File: src/rtl/servo_pkg.sv
// servo_pkg: shared widths, ramp FSM states and target clamp for the servo path.
package servo_pkg;
  localparam int DUTY_W = 8;
  localparam int STEP_W = 4;
  typedef enum logic [1:0] {IDLE, MOVE, HOLD} ramp_state_t;
  function automatic logic [DUTY_W-1:0] clamp(input logic [DUTY_W-1:0] v, input logic [DUTY_W-1:0] lo,
                                               input logic [DUTY_W-1:0] hi);
    return v < lo ? lo : (v > hi ? hi : v);
  endfunction
endpackage

File: src/rtl/servo_frame_det.sv
// servo_frame_det: one-cycle frame event on the falling edge of the servo pulse.
module servo_frame_det (
  input  logic clk,
  input  logic rst,
  input  logic pdm_in,
  output logic fe
);
  logic pdm_q, pdm_d, fe_q, fe_d;
  assign pdm_d = pdm_in;
  assign fe_d = pdm_q & ~pdm_in;
  assign fe = fe_q;
  // fe is registered so duty moves two edges after the pulse falls, well clear of the next pulse start
  always_ff @(posedge clk) begin
    if (rst) begin
      pdm_q <= 1'b0;
      fe_q <= 1'b0;
    end else begin
      pdm_q <= pdm_d;
      fe_q <= fe_d;
    end
  end
endmodule

File: src/rtl/servo_ramp.sv
// servo_ramp: slew-rate limits duty toward an accepted target, one step per servo frame.
module servo_ramp
  import servo_pkg::*;
#(
  parameter logic [DUTY_W-1:0] MIN_DUTY = 8'd0,
  parameter logic [DUTY_W-1:0] MAX_DUTY = 8'd255,
  parameter logic [DUTY_W-1:0] HOME_DUTY = 8'd128,
  parameter int HOLD_FRAMES = 4
) (
  input  logic              clk,
  input  logic              rst,
  input  logic              pdm_in,
  input  logic              tgt_valid,
  output logic              tgt_ready,
  input  logic [DUTY_W-1:0] tgt_pos,
  input  logic [STEP_W-1:0] tgt_step,
  output logic [DUTY_W-1:0] duty,
  output logic              busy,
  output logic              at_target
);
  localparam ramp_state_t DONE_ST = HOLD_FRAMES == 0 ? IDLE : HOLD;
  localparam logic [15:0] HOLD_INIT = 16'(HOLD_FRAMES - 1);
  ramp_state_t state_q, state_d;
  logic [DUTY_W-1:0] duty_q, duty_d, tgt_q, tgt_d;
  logic [STEP_W-1:0] step_q, step_d;
  logic [15:0] hold_q, hold_d;
  logic at_target_q, at_target_d, busy_q, busy_d;
  logic fe, up;
  logic [DUTY_W:0] diff;
  servo_frame_det u_fd (.clk(clk), .rst(rst), .pdm_in(pdm_in), .fe(fe));
  assign tgt_ready = state_q == IDLE && !rst;
  assign up = tgt_q > duty_q;
  assign diff = up ? {1'b0, tgt_q} - {1'b0, duty_q} : {1'b0, duty_q} - {1'b0, tgt_q};
  assign duty = duty_q;
  assign busy = busy_q;
  assign at_target = at_target_q;
  always_comb begin
    state_d = state_q;
    duty_d = duty_q;
    tgt_d = tgt_q;
    step_d = step_q;
    hold_d = hold_q;
    case (state_q)
      IDLE: if (tgt_valid && tgt_ready) begin
        tgt_d = clamp(tgt_pos, MIN_DUTY, MAX_DUTY);
        step_d = tgt_step;
        state_d = tgt_d == duty_q ? DONE_ST : MOVE;
        hold_d = HOLD_INIT;
      end
      MOVE: if (fe) begin
        // a step never overshoots: the last partial step lands exactly on the target
        if (step_q == '0 || diff <= (DUTY_W+1)'(step_q)) begin
          duty_d = tgt_q;
          state_d = DONE_ST;
          hold_d = HOLD_INIT;
        end else begin
          duty_d = up ? duty_q + DUTY_W'(step_q) : duty_q - DUTY_W'(step_q);
        end
      end
      HOLD: if (fe) begin
        state_d = hold_q == '0 ? IDLE : HOLD;
        hold_d = hold_q - 16'd1;
      end
      default: state_d = IDLE;
    endcase
    at_target_d = duty_d == tgt_d;
    busy_d = state_d != IDLE;
  end
  always_ff @(posedge clk) begin
    if (rst) begin
      state_q <= IDLE;
      duty_q <= HOME_DUTY;
      tgt_q <= HOME_DUTY;
      step_q <= '0;
      hold_q <= '0;
      at_target_q <= 1'b1;
      busy_q <= 1'b0;
    end else begin
      state_q <= state_d;
      duty_q <= duty_d;
      tgt_q <= tgt_d;
      step_q <= step_d;
      hold_q <= hold_d;
      at_target_q <= at_target_d;
      busy_q <= busy_d;
    end
  end
endmodule

File: config.mk
export PLATFORM = sky130hd
export DESIGN_NAME = servo_ramp
export DESIGN_NICKNAME = d
export VERILOG_FILES = /design/src/rtl/servo_pkg.sv /design/src/rtl/servo_frame_det.sv /design/src/rtl/servo_ramp.sv
export SDC_FILE = /design/constraint.sdc
export NUM_CORES = 1
export LEC_CHECK = 0
export CAP_MARGIN = 0
export CORE_ASPECT_RATIO = 0.9
export CORE_MARGIN = 2
export CORE_UTILIZATION = 50
export CTS_BUF_LIST = sky130_fd_sc_hd__clkbuf_8
export DETAILED_ROUTE_END_ITERATION = 12
export PLACE_DENSITY = 0.73
export SLEW_MARGIN = 5
export SYNTH_ARGS = -nofsm -noshare
export SYNTH_HDL_FRONTEND = slang
export SYNTH_HIERARCHICAL = 1
export SYNTH_SLANG_ARGS = --single-unit
File: constraint.sdc
create_clock -name clk -period 4.6 [get_ports clk]
set_input_delay 1.15 -clock clk [delete_from_list [all_inputs] [get_ports clk]]
set_output_delay 1.15 -clock clk [all_outputs]
set_load 0.01 [all_outputs]
==> report_table.html, run 1 <==
<table>
<tr><th>Metric</th><th>Value</th></tr>
<tr><th colspan="2">Drt</th></tr>
<tr><td>TritonRoute pass-1 iters</td><td>7</td></tr>
<tr><td>Wire length reported by the detailed router</td><td>8.905 mm</td></tr>
<tr><td>Mean number of vias per cell</td><td>5.834</td></tr>
<tr><td>Initial DRC count</td><td>247</td></tr>
<tr><td>Drt wl/cell</td><td>about 16 µm</td></tr>
<tr><td>Antenna viol nets, final</td><td>0</td></tr>
<tr><td>Vias post-DR</td><td>3267</td></tr>
<tr><td>Number of design rule violations left after detail routing</td><td>0</td></tr>
<tr><th colspan="2">Worst setup path</th></tr>
<tr><td>Data required time at the worst endpoint</td><td>4.84 ns</td></tr>
<tr><td>Crit-path max cell delay</td><td>0.35 ns</td></tr>
<tr><td>Crit-path max FO</td><td>12</td></tr>
<tr><td>Highest-delay cell along the critical path</td><td>ha_1</td></tr>
<tr><td>Worst path cell trace</td><td>inv_1, ha_1, nand2b_1, a21oi_1, o211a_1, o2bb2ai_4, buf_4, mux2_2, ha_1, a21oi_1, o21ai_1, a21oi_1, nand4_1, o21a_4, buf_4, mux2i_1, a211o_1, a211oi_1, a41o_1</td></tr>
<tr><td>CP endpoint kind</td><td>flop</td></tr>
<tr><td>Reg-to-reg critical path startpoint</td><td>duty[1]</td></tr>
<tr><td>Crit path DAT</td><td>4.61 ns</td></tr>
<tr><td>Kind of critical path</td><td>reg -&gt; reg</td></tr>
<tr><td>Most Frequent Cell on Critical Path</td><td>a21oi_1</td></tr>
<tr><td>Critical Path Source Type</td><td>flop</td></tr>
<tr><td>Beginning of the critical path</td><td>duty[1]</td></tr>
<tr><th colspan="2">Cells and area</th></tr>
<tr><td>Area growth from synthesis to layout</td><td>14.85%</td></tr>
<tr><td>Most common cell after layout, fill and taps aside</td><td>nor2_1</td></tr>
<tr><td>Commonest non-fill, non-tap cells in the layout</td><td>nor2_1, dfxtp_1, inv_1, a21oi_1, nand2_1</td></tr>
<tr><td>Total area of multi-input combinational cells</td><td>2349 µm²</td></tr>
<tr><td>Utilization after layout</td><td>0.5965</td></tr>
<tr><td>Fill cell count</td><td>between 600 and 700</td></tr>
<tr><td>Final nets</td><td>518</td></tr>
<tr><td>Fraction of layout cells with a size suffix above 1</td><td>0.09574</td></tr>
<tr><td>Final cell area excluding filler cells</td><td>3929 µm²</td></tr>
<tr><td>Inserted Diodes</td><td>0</td></tr>
<tr><td>Sequential Area</td><td>approximately 840 µm²</td></tr>
<tr><th colspan="2">Clock tree</th></tr>
<tr><td>Number of hold buffers added after CTS</td><td>0</td></tr>
<tr><td>Sink Count</td><td>42</td></tr>
<tr><td>Clock transition at path regs</td><td>around 0.09 ns</td></tr>
<tr><td>Clock tree from TritonCTS</td><td>done</td></tr>
<tr><td>Insertion delay of the later-clocked pin in the worst-skew pair</td><td>0.30 ns</td></tr>
<tr><td>Cell at the root of the clock tree</td><td>clkbuf_8</td></tr>
<tr><td>Maximum clock path buffer count</td><td>2</td></tr>
<tr><td>H-Tree Level Count</td><td>2</td></tr>
<tr><td>Clock buffer count from CTS</td><td>5</td></tr>
<tr><th colspan="2">STA</th></tr>
<tr><td>Final Hold Vio Count</td><td>0</td></tr>
<tr><td>Crit share post-route</td><td>0.9498</td></tr>
<tr><td>Final setup fails</td><td>0</td></tr>
<tr><td>Setup TNS Final</td><td>0 ns</td></tr>
<tr><td>Peak clock frequency supported by timing</td><td>around 0.23 GHz</td></tr>
<tr><td>Worst slew margin relative to its limit</td><td>0.4578</td></tr>
<tr><td>Final count of pins violating max slew</td><td>0</td></tr>
<tr><td>Clock skew</td><td>0.006665 ns</td></tr>
<tr><td>Setup repair after global routing missed its margin</td><td>no</td></tr>
<tr><td>Least-Margin Pin Slew</td><td>0.8103 ns</td></tr>
<tr><td>Shortest period the worst path allows</td><td>4.369 ns</td></tr>
<tr><th colspan="2">Pwr</th></tr>
<tr><td>Pwr dens</td><td>294.6 nW/µm²</td></tr>
<tr><td>Pleak</td><td>approximately 1.6 nW</td></tr>
<tr><td>VDD IR-drop max</td><td>193.2 µV</td></tr>
<tr><th colspan="2">Logic synthesis</th></tr>
<tr><td>Synthesized area</td><td>3421 µm²</td></tr>
<tr><td>Most used DFF post-synth</td><td>dfxtp_1</td></tr>
<tr><td>Synthesized instance count</td><td>between 400 and 500</td></tr>
<tr><td>Synthesized netlist net count</td><td>just under 500</td></tr>
<tr><td>Area share of the leading cell type in the synthesized netlist</td><td>0.2458</td></tr>
<tr><td>Number of flops mapped to enable cells by yosys</td><td>0</td></tr>
<tr><td>Number of distinct library cells after synthesis</td><td>57</td></tr>
<tr><td>Ys async rst share</td><td>0</td></tr>
<tr><td>Post-synth top area cell</td><td>dfxtp_1</td></tr>
<tr><td>Yosys warns</td><td>6</td></tr>
<tr><td>Avg Inst Size Synth</td><td>between 7 and 8 µm²</td></tr>
<tr><td>Main area contributors after synthesis</td><td>dfxtp_1, ha_1, nor2_1</td></tr>
<tr><td>Count of state elements after synthesis</td><td>42</td></tr>
<tr><td>Fraction of the yosys area taken by sequential cells</td><td>0.2458</td></tr>
<tr><th colspan="2">Floorplan</th></tr>
<tr><td>Num ports</td><td>27</td></tr>
<tr><td>Initial cell density of the core</td><td>0.5194</td></tr>
<tr><td>Chip Height</td><td>82.47 µm</td></tr>
<tr><td>Die Outline Area</td><td>7520 µm²</td></tr>
<tr><td>Overall die width</td><td>91.19 µm</td></tr>
<tr><td>Standard-cell rows</td><td>28</td></tr>
<tr><td>Placeable core region</td><td>6586 µm²</td></tr>
<tr><th colspan="2">Job</th></tr>
<tr><td>Max-cap check violation count</td><td>0</td></tr>
<tr><th colspan="2">GRT</th></tr>
<tr><td>Maximum number of pins on one net before global-route repair</td><td>29</td></tr>
<tr><td>Residual overflow from global routing</td><td>0</td></tr>
<tr><td>Antenna violations before repair</td><td>0</td></tr>
<tr><td>Number of global-route vias before repair</td><td>2967</td></tr>
<tr><td>Total global-route track usage</td><td>0.2437</td></tr>
<tr><td>Wire length of the first global-routing pass</td><td>14.56 mm</td></tr>
<tr><th colspan="2">Run status</th></tr>
<tr><td>Result of the run</td><td>complete, no violations</td></tr>
<tr><th colspan="2">Worst hold path</th></tr>
<tr><td>Min-Delay Path Class</td><td>reg -&gt; reg</td></tr>
<tr><td>Start point of the worst min-delay path</td><td>u_fd/pdm_q</td></tr>
<tr><th colspan="2">Placed design</th></tr>
<tr><td>Placed Area</td><td>about 3800 µm²</td></tr>
<tr><td>Routability Congestion</td><td>0.9903</td></tr>
<tr><td>Port Buffer Count</td><td>26</td></tr>
<tr><td>Placed wire-length estimate</td><td>just under 7 mm</td></tr>
</table>
## routing by layer
| layer | global-route usage | wire [µm] | vias up | share of wire |
|---|---|---|---|---|
| met5 | 0 | 0 | - | 0 |
| met4 | 0.08182 | 145 | 0 | 0.016 |
| met3 | 0.03811 | 494 | 14 | 0.055 |
| met2 | 0.3830 | 3935 | 116 | 0.44 |
| met1 | 0.3441 | 4329 | 1518 | 0.49 |
| li1 | - | - | 1619 | - |
## worst paths after layout
path | cells after the start | slack, ns | to
hold / removal | 1 | 0.47 | u_fd/fe
setup reg to reg | 19 | 0.23 | at_target
hold reg to reg | 1 | 0.47 | u_fd/fe
setup / recovery | 19 | 0.23 | at_target
## cell type report
cell class	instances	area share
Clock buffer	5	0.01752
Timing Repair Buffer	46	0.1045
Tap cell	90	0.02866
Inverter	34	0.03248
Sequential cell	42	0.2143
Clock inverter	3	0.004777
Multi-Input combinational cell	340	0.5978
## registers in the layout (all words and copies together) (netlist names)
name / flops
at_target: 1
busy: 1
duty: 8
hold_q: 16
state_q: 2
step_q: 4
tgt_q: 8
u_fd/fe: 1
u_fd/pdm_q: 1
## cell families after synthesis
logic type / synth area share
flops: 0.2458
buf+inv: 0.06986
compound gates: 0.2403
simple gates: 0.2176
fa+ha+maj: 0.1273
mux: 0.02743
xor+xnor: 0.07169
## critical path: cells and delay by family, from the launching register on
kind	cells	cell delay, ns
compound gates	10	2.07
fa+ha+maj	2	0.64
mux	2	0.49
buf+inv	3	0.45
simple gates	2	0.35
flops	1	0.34
## repair_timing
item / 4_1_cts / 5_1_grt
setup buffers: 0 / 2
hold endpoints to repair: 0 / 0
endpoints found under the setup margin: 0 / 7
gates resized for setup: 0 / 5
## cells in the mapped netlist, drive strengths merged, types with 8 or more instances
library cell,instances
dfxtp,42
nand4,9
nor2,52
a211oi,11
nand2,30
clkbuf,11
buf,11
xor2,12
a21oi,35
a21o,8
ha,30
xnor2,16
o21ai,21
nor3,10
inv,34
## where the power goes
part | switching, W | internal [W]
registers | 0.0000194 | 0.000387
clock network | 0.000138 | 0.000107
logic | 0.000286 | 0.000221
total | 0.000443 | 0.000714
## per-stage QoR
| step | power, W | hold slack (ns) | cells | setup slack [ns] |
|---|---|---|---|---|
| floorplan | 0.0007886 | 0.4408 | 438 | 0.1644 |
| global placement | 0.0008935 | 0.4544 | 550 | 0.3219 |
| detailed placement | 0.0009028 | 0.4527 | 550 | 0.1077 |
| CTS | 0.001149 | 0.4735 | 558 | 0.09127 |
| global route | 0.001235 | 0.4831 | 560 | 0.004621 |
| finish | 0.001158 | 0.4691 | 560 | 0.2311 |
(Power assumes the default switching activity.)
==> run 2, diff against run 1 <==
--- a/config.mk
+++ b/config.mk
@@ -17,3 +17,4 @@
 export SYNTH_HDL_FRONTEND = slang
 export SYNTH_HIERARCHICAL = 1
 export SYNTH_SLANG_ARGS = --single-unit
+export TNS_END_PERCENT = 5
==> results of run 2 <==
No change in the layout: final DEF, timing and power equal those of run 1.
==> run 3, diff against run 2 <==
--- a/config.mk
+++ b/config.mk
@@ -10,6 +10,7 @@
 export CORE_MARGIN = 2
 export CORE_UTILIZATION = 50
 export CTS_BUF_LIST = sky130_fd_sc_hd__clkbuf_8
+export CTS_CLUSTER_SIZE = 8
 export DETAILED_ROUTE_END_ITERATION = 12
 export PLACE_DENSITY = 0.73
 export SLEW_MARGIN = 5
==> results of run 3 <==
No change in the layout: final DEF, timing and power equal those of run 1.
